==> config.mk <==
export PLATFORM = sky130hd
export DESIGN_NAME = atm_txn_sequencer
export DESIGN_NICKNAME = d
export VERILOG_FILES = /design/src/rtl/atm_pkg.sv /design/src/rtl/atm_digit_acc.sv /design/src/rtl/atm_txn_sequencer.sv
export SDC_FILE = /design/constraint.sdc
export NUM_CORES = 1
export LEC_CHECK = 0
export ABC_AREA = 1
export CORE_MARGIN = 8
export CORE_UTILIZATION = 30
export DETAILED_ROUTE_END_ITERATION = 8
export PLACE_DENSITY = 0.6
export SLEW_MARGIN = 20
export SYNTH_ARGS = -nofsm -noshare
export SYNTH_HDL_FRONTEND = slang
export SYNTH_SLANG_ARGS = --single-unit
==> constraint.sdc <==
create_clock -name clk -period 4.95 [get_ports clk]
set_input_delay 1.2375 -clock clk [delete_from_list [all_inputs] [get_ports clk]]
set_output_delay 1.2375 -clock clk [all_outputs]
set_load 0.02 [all_outputs]
==> src/rtl/atm_pkg.sv <==
// Shared constants and FSM encoding for the ATM keypad transaction sequencer.
// Key codes, ATM_design select codes and the success result code live here.
package atm_pkg;

    localparam logic [3:0] KEY_MAX_DIGIT = 4'd9;
    localparam logic [3:0] KEY_ENTER     = 4'd10;
    localparam logic [3:0] KEY_CLEAR     = 4'd11;
    localparam logic [3:0] KEY_CANCEL    = 4'd12;
    localparam logic [3:0] SEL_MAX_DIGIT = 4'd3;

    localparam logic [1:0] SEL_EXIT = 2'd0;
    localparam logic [1:0] SEL_BAL  = 2'd1;
    localparam logic [1:0] SEL_WDR  = 2'd2;
    localparam logic [1:0] SEL_XFR  = 2'd3;

    localparam logic [1:0] RESULT_OK = 2'd3;

    typedef enum logic [3:0] {
        S_IDLE    = 4'd0,
        S_GET_SEL = 4'd1,
        S_GET_SRC = 4'd2,
        S_GET_DST = 4'd3,
        S_GET_AMT = 4'd4,
        S_ISSUE   = 4'd5,
        S_WAIT    = 4'd6,
        S_DONE    = 4'd7,
        S_LOCKED  = 4'd8
    } state_t;

    function automatic logic is_digit(input logic [3:0] key);
        return key <= KEY_MAX_DIGIT;
    endfunction

endpackage

==> src/rtl/atm_digit_acc.sv <==
// Decimal entry accumulator: acc = acc*10 + digit, refused when the result would
// exceed limit_i. One instance is shared by every numeric entry field.
module atm_digit_acc #(
    parameter int unsigned WIDTH = 10
) (
    input  logic             clk,
    input  logic             rst,
    input  logic             clear_i,
    input  logic             load_i,
    input  logic [3:0]       digit_i,
    input  logic [WIDTH-1:0] limit_i,
    output logic [WIDTH-1:0] acc_o,
    output logic             overflow_o
);

    localparam int unsigned EW = WIDTH + 4;

    logic [WIDTH-1:0] acc_q;
    logic [EW-1:0]    ext;

    // Four extra bits hold acc*10+9 for any acc that fits in WIDTH bits.
    always_comb begin
        ext        = EW'(acc_q) * EW'(10) + EW'(digit_i);
        overflow_o = ext > EW'(limit_i);
    end

    always_ff @(posedge clk) begin
        if (rst || clear_i) begin
            acc_q <= '0;
        end else if (load_i && !overflow_o) begin
            acc_q <= ext[WIDTH-1:0];
        end
    end

    assign acc_o = acc_q;

endmodule

==> src/rtl/atm_txn_sequencer.sv <==
// Keypad front end for ATM_design: collects menu, accounts and amount, issues the
// request, samples the result after a fixed latency and locks after repeated failures.
module atm_txn_sequencer
    import atm_pkg::*;
#(
    parameter int unsigned ATM_LAT  = 1,
    parameter int unsigned TIMEOUT  = 1000,
    parameter int unsigned MAX_FAIL = 3,
    parameter int unsigned ACC_W    = 4,
    parameter int unsigned AMT_W    = 10
) (
    input  logic             clk,
    input  logic             rst,
    input  logic             key_valid,
    input  logic [3:0]       key_code,
    output logic [1:0]       atm_select,
    output logic [ACC_W-1:0] atm_acc_s,
    output logic [ACC_W-1:0] atm_acc_d,
    output logic [AMT_W-1:0] atm_amount,
    output logic             atm_req,
    input  logic [1:0]       atm_result,
    input  logic [AMT_W-1:0] atm_balance,
    output logic             busy,
    output logic             done,
    output logic             ok,
    output logic [AMT_W-1:0] disp_value,
    output logic             err,
    output logic             timeout,
    output logic             locked
);

    localparam int unsigned TW = $clog2(TIMEOUT + 1);
    localparam int unsigned FW = $clog2(MAX_FAIL + 1);
    localparam int unsigned LW = $clog2(ATM_LAT + 1);
    localparam logic [AMT_W-1:0] ACC_LIMIT = AMT_W'((2 ** ACC_W) - 1);
    localparam logic [AMT_W-1:0] AMT_LIMIT = '1;

    state_t           state_q;
    logic [1:0]       sel_q;
    logic             sel_vld_q;
    logic [TW-1:0]    timer_q;
    logic [FW-1:0]    fail_q;
    logic [LW-1:0]    lat_q;
    logic [1:0]       select_q;
    logic [ACC_W-1:0] acc_s_q;
    logic [ACC_W-1:0] acc_d_q;
    logic [AMT_W-1:0] amount_q;
    logic [AMT_W-1:0] disp_q;
    logic             req_q;
    logic             done_q;
    logic             ok_q;
    logic             err_q;
    logic             timeout_q;
    logic             locked_q;

    logic [AMT_W-1:0] acc_val;
    logic [AMT_W-1:0] acc_limit;
    logic             acc_ovf;
    logic             acc_load;
    logic             acc_clear;
    logic             in_entry;
    logic             in_get;
    logic             is_dig;
    logic             tmo_hit;
    logic             abort;

    always_comb begin
        in_entry  = state_q inside {S_GET_SRC, S_GET_DST, S_GET_AMT};
        in_get    = in_entry || (state_q == S_GET_SEL);
        is_dig    = is_digit(key_code);
        tmo_hit   = in_get && !key_valid && (timer_q == TW'(TIMEOUT - 1));
        abort     = tmo_hit || (in_get && key_valid && (key_code == KEY_CANCEL));
        acc_limit = (state_q == S_GET_AMT) ? AMT_LIMIT : ACC_LIMIT;
        acc_load  = in_entry && key_valid && is_dig;
        acc_clear = abort || (in_entry && key_valid &&
                              (key_code == KEY_ENTER || key_code == KEY_CLEAR));
    end

    atm_digit_acc #(.WIDTH(AMT_W)) u_acc (
        .clk        (clk),
        .rst        (rst),
        .clear_i    (acc_clear),
        .load_i     (acc_load),
        .digit_i    (key_code),
        .limit_i    (acc_limit),
        .acc_o      (acc_val),
        .overflow_o (acc_ovf)
    );

    always_ff @(posedge clk) begin
        if (rst) begin
            state_q   <= S_IDLE;
            sel_q     <= '0;
            sel_vld_q <= 1'b0;
            timer_q   <= '0;
            fail_q    <= '0;
            lat_q     <= '0;
            select_q  <= '0;
            acc_s_q   <= '0;
            acc_d_q   <= '0;
            amount_q  <= '0;
            disp_q    <= '0;
            req_q     <= 1'b0;
            done_q    <= 1'b0;
            ok_q      <= 1'b0;
            err_q     <= 1'b0;
            timeout_q <= 1'b0;
            locked_q  <= 1'b0;
        end else begin
            done_q    <= 1'b0;
            err_q     <= 1'b0;
            timeout_q <= 1'b0;
            timer_q   <= (!in_get || key_valid || tmo_hit) ? '0 : timer_q + 1'b1;

            if (abort) begin
                // Timeout and CANCEL share one exit path; only the pulse differs.
                state_q   <= S_IDLE;
                timeout_q <= tmo_hit;
                sel_q     <= '0;
                sel_vld_q <= 1'b0;
                select_q  <= '0;
                acc_s_q   <= '0;
                acc_d_q   <= '0;
                amount_q  <= '0;
                disp_q    <= '0;
            end else begin
                case (state_q)
                    S_IDLE: begin
                        if (key_valid && key_code == KEY_ENTER) begin
                            state_q   <= S_GET_SEL;
                            ok_q      <= 1'b0;
                            disp_q    <= '0;
                            sel_vld_q <= 1'b0;
                            select_q  <= '0;
                            acc_s_q   <= '0;
                            acc_d_q   <= '0;
                            amount_q  <= '0;
                        end
                    end
                    S_GET_SEL: begin
                        if (key_valid) begin
                            if (is_dig) begin
                                if (key_code <= SEL_MAX_DIGIT) begin
                                    sel_q     <= key_code[1:0];
                                    sel_vld_q <= 1'b1;
                                    disp_q    <= AMT_W'(key_code);
                                end else begin
                                    err_q <= 1'b1;
                                end
                            end else if (key_code == KEY_ENTER) begin
                                if (!sel_vld_q) begin
                                    err_q <= 1'b1;
                                end else begin
                                    select_q <= sel_q;
                                    if (sel_q == SEL_EXIT) begin
                                        state_q <= S_DONE;
                                        done_q  <= 1'b1;
                                        ok_q    <= 1'b1;
                                        disp_q  <= '0;
                                    end else begin
                                        state_q <= S_GET_SRC;
                                    end
                                end
                            end else if (key_code == KEY_CLEAR) begin
                                sel_vld_q <= 1'b0;
                                disp_q    <= '0;
                            end
                        end
                    end
                    S_GET_SRC: begin
                        if (key_valid && is_dig && acc_ovf) begin
                            err_q <= 1'b1;
                        end else if (key_valid && key_code == KEY_ENTER) begin
                            acc_s_q <= acc_val[ACC_W-1:0];
                            if (select_q == SEL_XFR) begin
                                state_q <= S_GET_DST;
                            end else if (select_q == SEL_WDR) begin
                                state_q <= S_GET_AMT;
                            end else begin
                                state_q <= S_ISSUE;
                                req_q   <= 1'b1;
                            end
                        end
                    end
                    S_GET_DST: begin
                        if (key_valid && is_dig && acc_ovf) begin
                            err_q <= 1'b1;
                        end else if (key_valid && key_code == KEY_ENTER) begin
                            acc_d_q <= acc_val[ACC_W-1:0];
                            state_q <= S_GET_AMT;
                        end
                    end
                    S_GET_AMT: begin
                        if (key_valid && is_dig && acc_ovf) begin
                            err_q <= 1'b1;
                        end else if (key_valid && key_code == KEY_ENTER) begin
                            amount_q <= acc_val;
                            state_q  <= S_ISSUE;
                            req_q    <= 1'b1;
                        end
                    end
                    S_ISSUE: begin
                        lat_q   <= '0;
                        state_q <= S_WAIT;
                    end
                    S_WAIT: begin
                        if (lat_q == LW'(ATM_LAT - 1)) begin
                            req_q   <= 1'b0;
                            state_q <= S_DONE;
                            done_q  <= 1'b1;
                            if (select_q == SEL_BAL) begin
                                ok_q   <= 1'b1;
                                disp_q <= atm_balance;
                                fail_q <= '0;
                            end else if (atm_result == RESULT_OK) begin
                                ok_q   <= 1'b1;
                                disp_q <= amount_q;
                                fail_q <= '0;
                            end else begin
                                ok_q   <= 1'b0;
                                disp_q <= atm_balance;
                                if (fail_q != FW'(MAX_FAIL)) begin
                                    fail_q <= fail_q + 1'b1;
                                end
                            end
                        end else begin
                            lat_q <= lat_q + 1'b1;
                        end
                    end
                    S_DONE: begin
                        if (fail_q == FW'(MAX_FAIL)) begin
                            state_q  <= S_LOCKED;
                            locked_q <= 1'b1;
                        end else begin
                            state_q <= S_IDLE;
                        end
                    end
                    S_LOCKED: begin
                        state_q <= S_LOCKED;
                    end
                    default: begin
                        state_q <= S_IDLE;
                    end
                endcase
            end
        end
    end

    assign atm_select = select_q;
    assign atm_acc_s  = acc_s_q;
    assign atm_acc_d  = acc_d_q;
    assign atm_amount = amount_q;
    assign atm_req    = req_q;
    assign busy       = !(state_q == S_IDLE || state_q == S_LOCKED);
    assign done       = done_q;
    assign ok         = ok_q;
    assign disp_value = in_entry ? acc_val : disp_q;
    assign err        = err_q;
    assign timeout    = timeout_q;
    assign locked     = locked_q;

endmodule

---- Yosys cells after proc, flatten, opt, wreduce, memory -nomap -nowiden ----
Cells that the tools add are included.
storage, ports and cells
  word-level logic and storage cells ...... 206
  register bits after elaboration ......... 66
  input port bits ......................... 19
cells by class
  multiply operators ...................... 1
  equality and inequality tests ........... 39
  reductions and logical operators ........ 51
  mux-type cells .......................... 88
  order comparisons ....................... 3
  bitwise gates (word level) .............. 2
  add/sub/neg operators ................... 4
operators by type and width
  kind                   count
  $mux 10                15
  $mux 4                 16
  $pmux 4 s9             1
  $mux 1                 35
  $pmux 10 s3            1
  $ne 2x2->1 const B     11
  $pmux 10 s2            1
  $reduce_and 4->1       5
  $reduce_and 9->1       2
  $eq 4x3->1 const B     4
  $eq 4x4->1 const B     4
  $mux 2                 8
  $pmux 4 s2             2
  $add 14x4->14          1
  $gt 14x10->1           1
  $mul 10x3->13 const B  1
  $reduce_and 12->1      1
  $reduce_and 6->1       2
  $reduce_bool 3->1      4
  $logic_and 1x1->1      11
  $add 10x1->10 const B  1
  $eq 10x10->1 const B   1
  $ne 2x1->1 const B     5
  $reduce_bool 2->1      5
  26 further kinds       50

---- Depth between registers and ports, before layout ----
Gate-level depths: netlist of run 1.
  depth after elaboration ................. 8
  mapped depth ............................ 25
  depth with buffers taken out ............ 24

---- Cells and area by module ----
Synthesis of run 1 repeated with hierarchy kept, for this count alone.
unflattened totals
  cell total of the unflattened synthesis .. 649
  area total of the unflattened synthesis .. 4302.9 µm²
by module, submodules not included
  module             sequential area each (µm²)  area each (µm²)  cells an instance  instances
  atm_txn_sequencer  1101.1                      2862.7           423                1
  atm_digit_acc      200.2                       1440.1           226                1

---- Worst setup path after synthesis of run 1 ----
No wires, ideal clock.
  path type ............................... input to register
  start ................................... input port key_code[1]
  end ..................................... register u_acc.acc_q[5] (netlist: u_acc.acc_o[5])
  path slack .............................. 1.047 ns
  data arrival time ....................... 3.791 ns
  buffers on the path ..................... 1
  library setup time ...................... 0.113 ns
  stages on the path ...................... 23
  cells stage by stage .................... ha_1 fa_1 nand2_1 nand2_1 nand3_1 nor2_1 nand3_1 xor2_1 inv_1 ha_1 nand2_1 nor2_1 o21ai_0 nand2_1 o21ai_1 nand2_1 nor2_2 nand4_4 nor2_8 buf_8 nand2_1 nand2_1 nor2_1
RTL lines
  element               RTL line                 text
  from (decl)           atm_txn_sequencer.sv:15  input logic [3:0] key_code,
  $add 14x4->14         atm_digit_acc.sv:23      ext = EW'(acc_q) * EW'(10) + EW'(digit_i);
  net u_acc.ext[9]      atm_digit_acc.sv:19      logic [EW-1:0] ext;
  $gt 14x10->1          atm_digit_acc.sv:24      overflow_o = ext > EW'(limit_i);
  $logic_not 1->1       atm_digit_acc.sv:30      end else if (load_i && !overflow_o) begin
  $logic_and 1x1->1     atm_digit_acc.sv:30
  to (signal assigned)  atm_digit_acc.sv:31      acc_q <= ext[WIDTH-1:0];
  to (decl)             atm_digit_acc.sv:18      logic [WIDTH-1:0] acc_q;
The timed path passes the listed nets, and every way through them passes these cells.
A chain may end at the register's enable or synchronous reset.

---- Worst setup path after layout of run 1 ----
  start ................................... input port key_code[1]
  end ..................................... register u_acc.acc_q[7] (netlist: u_acc.acc_o[7])
The elaborated chain is that of the path after synthesis.

==> results of run 1 <==
[state kept, by name (all words and copies together), names as in the netlist, 2 cells and up]
signal,cells
u_acc.acc_o,10
fail_q,2
atm_acc_s,4
atm_acc_d,4
state_q,4
disp_q,10
atm_amount,10
atm_select,2
sel_q,2
timer_q,10
[layout by cell type (no fill, tap or decap), types with 9 or more instances in the layout]
cell and count:
nand2_1 138, nor2_1 76, inv_1 72, dfxtp_1 65
clkdlybuf4s50_1 55, a21oi_1 43, nand3_1 33, ha_1 27
o21ai_0 24, a211oi_1 11, clkbuf_16 9
[cell families (layout without fill, tap and decap cells)]
| family | Yosys count | in the layout | synth area share (%) |
|---|---|---|---|
| adders and majority gates | 29 | 29 | 9.30 |
| DFF | 65 | 65 | 32.0 |
| muxes | 2 | 2 | 0.493 |
| AOI/OAI and AO/OA | 104 | 104 | 15.4 |
| buffers and inverters | 92 | 154 | 9.36 |
| and+or+nand+nor | 291 | 291 | 32.1 |
| xor gates and xnor gates | 6 | 6 | 1.29 |
[cell usage after synthesis]
cell type,instances
a211oi_1,11
a211oi_2,3
a21oi_1,43
a21oi_2,1
a21oi_4,1
a31o_2,1
a31oi_1,6
and2_1,1
buf_2,4
buf_4,1
buf_6,2
buf_8,1
clkbuf_1,4
dfxtp_1,65
fa_1,2
ha_1,27
inv_1,72
inv_2,8
mux2i_1,2
nand2_1,138
nand2_2,8
nand3_1,33
nand3_2,3
nand3b_1,2
nand4_1,8
nand4_4,1
nor2_1,76
nor2_2,3
nor2_4,4
nor2_8,1
nor3_1,8
nor3_2,2
nor3b_1,1
nor4_1,2
o211a_1,1
o211ai_1,7
o21a_1,1
o21ai_0,24
o21ai_1,3
o21bai_1,1
o22ai_1,1
xor2_1,6
[layer usage]
layer,global-route usage (%),vias to the layer above,part of all wire (%)
met5,0,-,0
met4,3.60,0,1.0
met3,4.04,7,7.7
met2,19.6,130,43
met1,16.4,1812,48
li1,-,2052,-
[final cells by class]
cell class	count	area (µm²)	share of cell area, %
multi-input cells	432	2380	46.8
flip-flops and latches	65	1300	25.6
repair buffers	58	573	11.3
clock inverters	5	62.6	1.23
clock buffers	11	253	4.96
well taps	176	220	4.33
inverters	80	300	5.90
[power groups by stage]
stage          combinational, mW  sequential [mW]  clock (mW)
2_1_floorplan              0.928            0.658           0
3_3_place_gp                1.19            0.664           0
3_5_place_dp                1.22            0.666           0
4_1_cts                     1.23            0.654       0.678
5_1_grt                     1.37            0.664       0.701
6_report                    1.24            0.655       0.665
[worst register-to-register path: stages (launching register included)]
cell	delay, ns
dfxtp_1	0.53
ha_1	0.31
ha_1	0.24
fa_1	0.39
nand2_1	0.10
inv_1	0.04
nor2_1	0.16
inv_1	0.10
nor2_1	0.16
nand3_1	0.14
xor2_1	0.14
inv_1	0.08
ha_1	0.29
nand2_1	0.07
nor2_1	0.17
nand3_1	0.12
o21ai_1	0.11
nand2_1	0.08
nor2_2	0.16
nand4_4	0.16
nor2_8	0.24
nand2_1	0.09
nand2_1	0.07
nor2_1	0.04
[per-stage QoR]
stage / total power, mW / std cells / worst slack [ns] / hold slack [ns]
finish: 2.56 / 827 / 0.480 / 0.452
global placement: 1.85 / 811 / 0.361 / 0.429
CTS: 2.56 / 827 / 0.541 / 0.456
floorplan: 1.59 / 589 / 1.05 / 0.418
global route: 2.74 / 827 / 0.225 / 0.473
detailed placement: 1.88 / 811 / 0.190 / 0.442
[how the worst min path moves through the flow]
| stage | cells past startpoint | to | startpoint |
|---|---|---|---|
| finish | 2 | atm_req | atm_req |
| global route | 2 | atm_req | atm_req |
| CTS | 2 | atm_req | atm_req |
| global placement | 1 | timer_q[0] | timer_q[0] |
| floorplan | 1 | timer_q[0] | timer_q[0] |
| detailed placement | 1 | timer_q[0] | timer_q[0] |
==> impl_results.md, run 1 <==
* DRT iter0 DRCs at 249
* Worst path slowest cell: clkdlybuf4s50_1
* CTS tree: yes
* Leak Pwr at ~2.2 nW
* Status: complete, no violations
* CP Capture Point: u_acc.acc_o[7]
* Crit. Startpoint: key_code[1]
* Switching pwr at 1.14 mW
* Ratio of final minimum period to clock period at around nine tenths
* Clock Skew at 0.00813 ns
* Area growth, synth to finish at 25.3%
* Antenna diodes at 0
* HP Class: flop to flop
* Dpl hpwl at between 8000 and 9000 µm
* Slew HR at 59.9%
* Mapped Area at 4060 µm²
* Reg power frac at 25.6%
* Antenna Violating Nets Remaining at 0
* Num CTS Buffers at 9
* Total global routing track utilization at around an eighth
* Post-DP Area at ~4800 µm²
* Fin. max-slew vios at 0
* Crit path max fanout at 17
* Worst r2r src: u_acc.acc_o[3]
* Crit Path Class: primary input to flop
* Fin crit period at 4.47 ns
* Share of cells above drive strength 1 at 8.45%
* F_max at 224 MHz
* Arr. time, crit path at 4.70 ns
* Port Buffers at 55
* DR pass1 iterations at 5
* # DRC at 0
* Fin area at 5090 µm²
* Routed via count at 4001
* Routability cong. at 0.885
* Hold buffer count at cts at 0
* Net switching share of the total power at 44.4%
* Number of global-route vias before repair at ~3800
* Initial antenna violation count at 0
* Clock Path Buffers at 2
* Pint at 1.42 mW
* WP data required at 5.18 ns
* Crit end category: flop
* WP buf/inv at 2
* RSZ-0062 raised after global routing: false
* Clock power share at between 20% and 30%
* WL final at approximately 11000 µm
* Synth unique cells at 42
* Num rows at 42
* Final TNS setup at 0 ns
* CP cell instances: clkdlybuf4s50_1 -> ha_1 -> fa_1 -> nand2_1 -> nand2_1 -> nand3_1 -> nor2_1 -> nand3_1 -> xor2_1 -> inv_1 -> ha_1 -> nand2_1 -> nor2_1 -> nand3_1 -> o21ai_1 -> nand2_1 -> nor2_2 -> nand4_4 -> nor2_8 -> nand2_1 -> nand2_1 -> nor2_1
* First-pass GRT wire length at between 15000 and 20000 µm
* Total clock sinks at 65
* Clk Latency, worst-skew pair at 0.33 ns
* Yosys warns at 0
* Clock transition at the registers of the reported paths at 0.06 ns
* Flops & latches, synth at 65
* Worst vdd ir at 0.000170 V
* CTS resizes at 0
* Combinational Power Share at 48.4%
* Hold Vio Cnt, Final at 0
* Worst r2r dst: u_acc.acc_o[7]
* Crit-path max cell delay at 0.51 ns
* Setup Fix Bufs, Post-CTS at 0
* Syn Inst Count at just under 600
* R2R Setup Slk at 0.85 ns
* Largest net degree at the start of global routing at 25
* Crit path top cell by count: nand2_1
* Drt wl/cell at roughly 13 µm
* Synth top area share at between 30% and 40%
* Max-cap violation count at 0
* Chip Width at ~130 µm
* Gr ovfl total at 0
* Die area at 17500 µm²
* Final nets at 694
* Io pins at 56
* # H-tree levels at 3
* Filler cells at roughly 1400
* Critical path launch point type: primary input
* Crit-path leading delay family: simple AND/OR/NAND/NOR gates
* Slew of the pin with the lowest slew margin at 0.601 ns
* Worst reg-to-reg path cell count at 23
* Die Height at 132 µm
* Syn_nets at 637
* Core area at 13200 µm²
* Syn_area_per_cell at 6.90 µm²
* Pwr Density at 502 nW/µm²
* Sequential area share after synthesis at 32.0%
* Synth area leader: dfxtp_1
* Via-to-Cell Ratio at 4.84
* Largest cells by area after synthesis: dfxtp_1 (32%), nand2_1 (13%), ha_1 (8.3%), nor2_1 (7.0%), inv_1 (6.7%)
* Starting Density at 30.7%
* Root buf cell: clkbuf_16
* Levels on crit path at 22
* Final setup fails at 0
* Core Util, Final at between 30% and 40%
Note: power is estimated with default switching activity, not from simulation.
==> inputs of run 2 (changes only) <==
- CTS_CLUSTER_DIAMETER: unset -> 60
- clock period: 4.95 -> 4.25 ns (I/O delays scaled with it)
==> run 2 against run 1 <==
  * Hold slack lost 0.0048 ns
  * Count of clock-buffer cells in the layout unchanged
  * Routed wire length is 1.2% higher
  * Die area is the same
  * Non-clock buffer count grew 13
  * First-iteration DRC count shrank 2.4%
  * Critical path depth down 15
  * Combinational power increased by 30%
  * Largest cell class unchanged
==> impl_results.md, run 2 (synthesis results as in run 1) <==
* Worst r2r src: u_acc.acc_o[2] (was u_acc.acc_o[3])
* Num rows at 42 (unchanged)
* Commonest cells after routing, fill and taps aside: nand2_1 (137), nor2_1 (76), inv_1 (72) (was nand2_1 (138), nor2_1 (76), inv_1 (72))
* Antenna diodes at 0 (unchanged)
* Drt wl/cell at 13.4 µm (about the same)
* Hold slack at 0.447 ns (was 0.452 ns)
* CTS resizes at 0 (unchanged)
* Leak Pwr at 2.30 nW (was 2.21 nW)
* Via-to-Cell Ratio at 4.79 (was 4.84)
* Largest net degree at the start of global routing at 22 (was 25)
* Max-cap violation count at 0 (unchanged)
* Clock transition at the registers of the reported paths at 0.06 ns (about the same)
* Clock Path Buffers at 2 (unchanged)
* Arr. time, crit path at 2.96 ns (was 4.70 ns)
* Total clock sinks at 65 (unchanged)
* Worst vdd ir at 0.000252 V (was 0.000170 V)
* Hold Vio Cnt, Final at 0 (unchanged)
* Area growth, synth to finish at 29.1% (was 25.3%)
* DRT iter0 DRCs at 243 (was 249)
* Slew HR at 61.8% (was 59.9%)
* Dpl cells at 824 (was 811)
* Most common cell after layout, fill and taps aside: nand2_1 (unchanged)
* Status: complete, no violations (unchanged)
* Chip Width at 132 µm (unchanged)
* WL final at 11200 µm (was 11100 µm)
* Fin crit period at 4.02 ns
* Dpl hpwl at 8790 µm (was 8620 µm)
* Final cell count without fillers at 842 (was 827)
* Share of cells above drive strength 1 at 10.7% (was 8.45%)
* Crit-path max cell delay at 0.66 ns (was 0.51 ns)
* # H-tree levels at 3 (unchanged)
* WP data required at 3.19 ns (was 5.18 ns)
* Antenna Violating Nets Remaining at 0 (unchanged)
* First-pass GRT wire length at 19000 µm (was 18500 µm)
* CTS tree: yes (unchanged)
* Crit Path Class: flop to primary output (was primary input to flop)
* Pwr Density at 606 nW/µm² (was 502 nW/µm²)
* Worst reg-to-reg path cell count at 21 (was 23)
* Critical path launch point type: flop (was primary input)
* Num CTS Buffers at 9 (unchanged)
* Core Util, Final at 39.6% (was 38.4%)
* Crit path max fanout at 13 (was 17)
* Clock Skew at 0.00892 ns (was 0.00813 ns)
* Clk Latency, worst-skew pair at 0.33 ns (about the same)
* Port Buffers at 55 (unchanged)
* Hold buffer count at cts at 0 (unchanged)
* Die area at 17500 µm² (unchanged)
* Starting Density at 30.7% (unchanged)
* HP Class: flop to flop (unchanged)
* F_max at around 250 MHz
* Final nets at 709 (was 694)
* Final setup fails at 0 (unchanged)
* Worst path slowest cell: clkdlybuf4s50_1 (unchanged)
* R2R Setup Slk at 0.45 ns (was 0.85 ns)
* Io pins at 56 (unchanged)
* Die Height at 132 µm (unchanged)
* Core area at 13200 µm² (unchanged)
* Final TNS setup at 0 ns (unchanged)
* CP cell instances: nor2_2 -> nand2_2 -> inv_2 -> a21oi_4 -> inv_1 -> o21ai_0 -> clkdlybuf4s50_1 (was clkdlybuf4s50_1 -> ha_1 -> fa_1 -> nand2_1 -> nand2_1 -> nand3_1 -> nor2_1 -> nand3_1 -> xor2_1 -> inv_1 -> ha_1 -> nand2_1 -> nor2_1 -> nand3_1 -> o21ai_1 -> nand2_1 -> nor2_2 -> nand4_4 -> nor2_8 -> nand2_1 -> nand2_1 -> nor2_1)
* Number of global-route vias before repair at 3946 (was 3827)
* Worst r2r dst: u_acc.acc_o[3] (was u_acc.acc_o[7])
* # DRC at 0 (unchanged)
* Setup Fix Bufs, Post-CTS at 0 (unchanged)
* Slew of the pin with the lowest slew margin at 0.568 ns (was 0.601 ns)
* DR pass1 iterations at 4 (was 5)
* Fin. max-slew vios at 0 (unchanged)
* Routed via count at 4034 (was 4001)
* Routability cong. at 0.854 (was 0.885)
* End of the worst hold path: atm_req (unchanged)
* Crit end category: primary output (was flop)
* Root buf cell: clkbuf_16 (unchanged)
* Initial antenna violation count at 0 (unchanged)
* Worst hold path startpoint: atm_req (unchanged)
* Total global routing track utilization at 12.9% (was 12.6%)
* Hold Crit Depth at 2 (unchanged)
* Design Power at 3.18 mW (was 2.56 mW)
* Ratio of final minimum period to clock period at between 90% and 100%
* Gr ovfl total at 0 (unchanged)
[run 2: final cells by class]
type,count,area [µm²]
clock inverters,5,86.3
inverters,80,300
repair buffers,71,671
clock buffers,11,243
multi-input cells,434,2420
fillers,1376,8000
well taps,176,220
flip-flops and latches,65,1300
[run 2: per-layer routing]
metal | wire (µm) | global-route usage, %
met1 | 5630 | 17.3
met2 | 4850 | 20.0
met3 | 681 | 3.66
met4 | 80 | 2.71
met5 | 0 | 0
[run 2: power breakdown]
part	total, mW	switching, mW	internal [mW]
clock network	0.818	0.284	0.535
logic	1.61	1.03	0.577
registers	0.749	0.0728	0.677
[run 2: stage by stage]
step	setup slack (ns)	instance area (µm²)
floorplan	0.522	4060
global placement	0.0115	4870
detailed placement	-0.136	4870
CTS	0.198	5200
global route	-0.0178	5250
finish	0.229	5250
[run 2: critical path: cells and delay by family (launching register included)]
family / cells / cell delay [ns]
compound gates: 2 / 0.67
buf+inv: 3 / 1.12
flops: 1 / 0.46
simple gates: 2 / 0.37
[run 2: worst max-delay path by stage]
stage	from	end	slack (ns)	cells after the start
after floorplan	key_code[1]	u_acc.acc_o[5]	0.52	23
after global placement	key_code[1]	u_acc.acc_o[3]	0.01	23
after detailed placement	key_code[1]	u_acc.acc_o[2]	-0.14	23
after CTS	key_code[1]	u_acc.acc_o[2]	0.20	23
after global routing	key_code[1]	u_acc.acc_o[3]	-0.02	21
final	state_q[0]	disp_value[0]	0.23	7
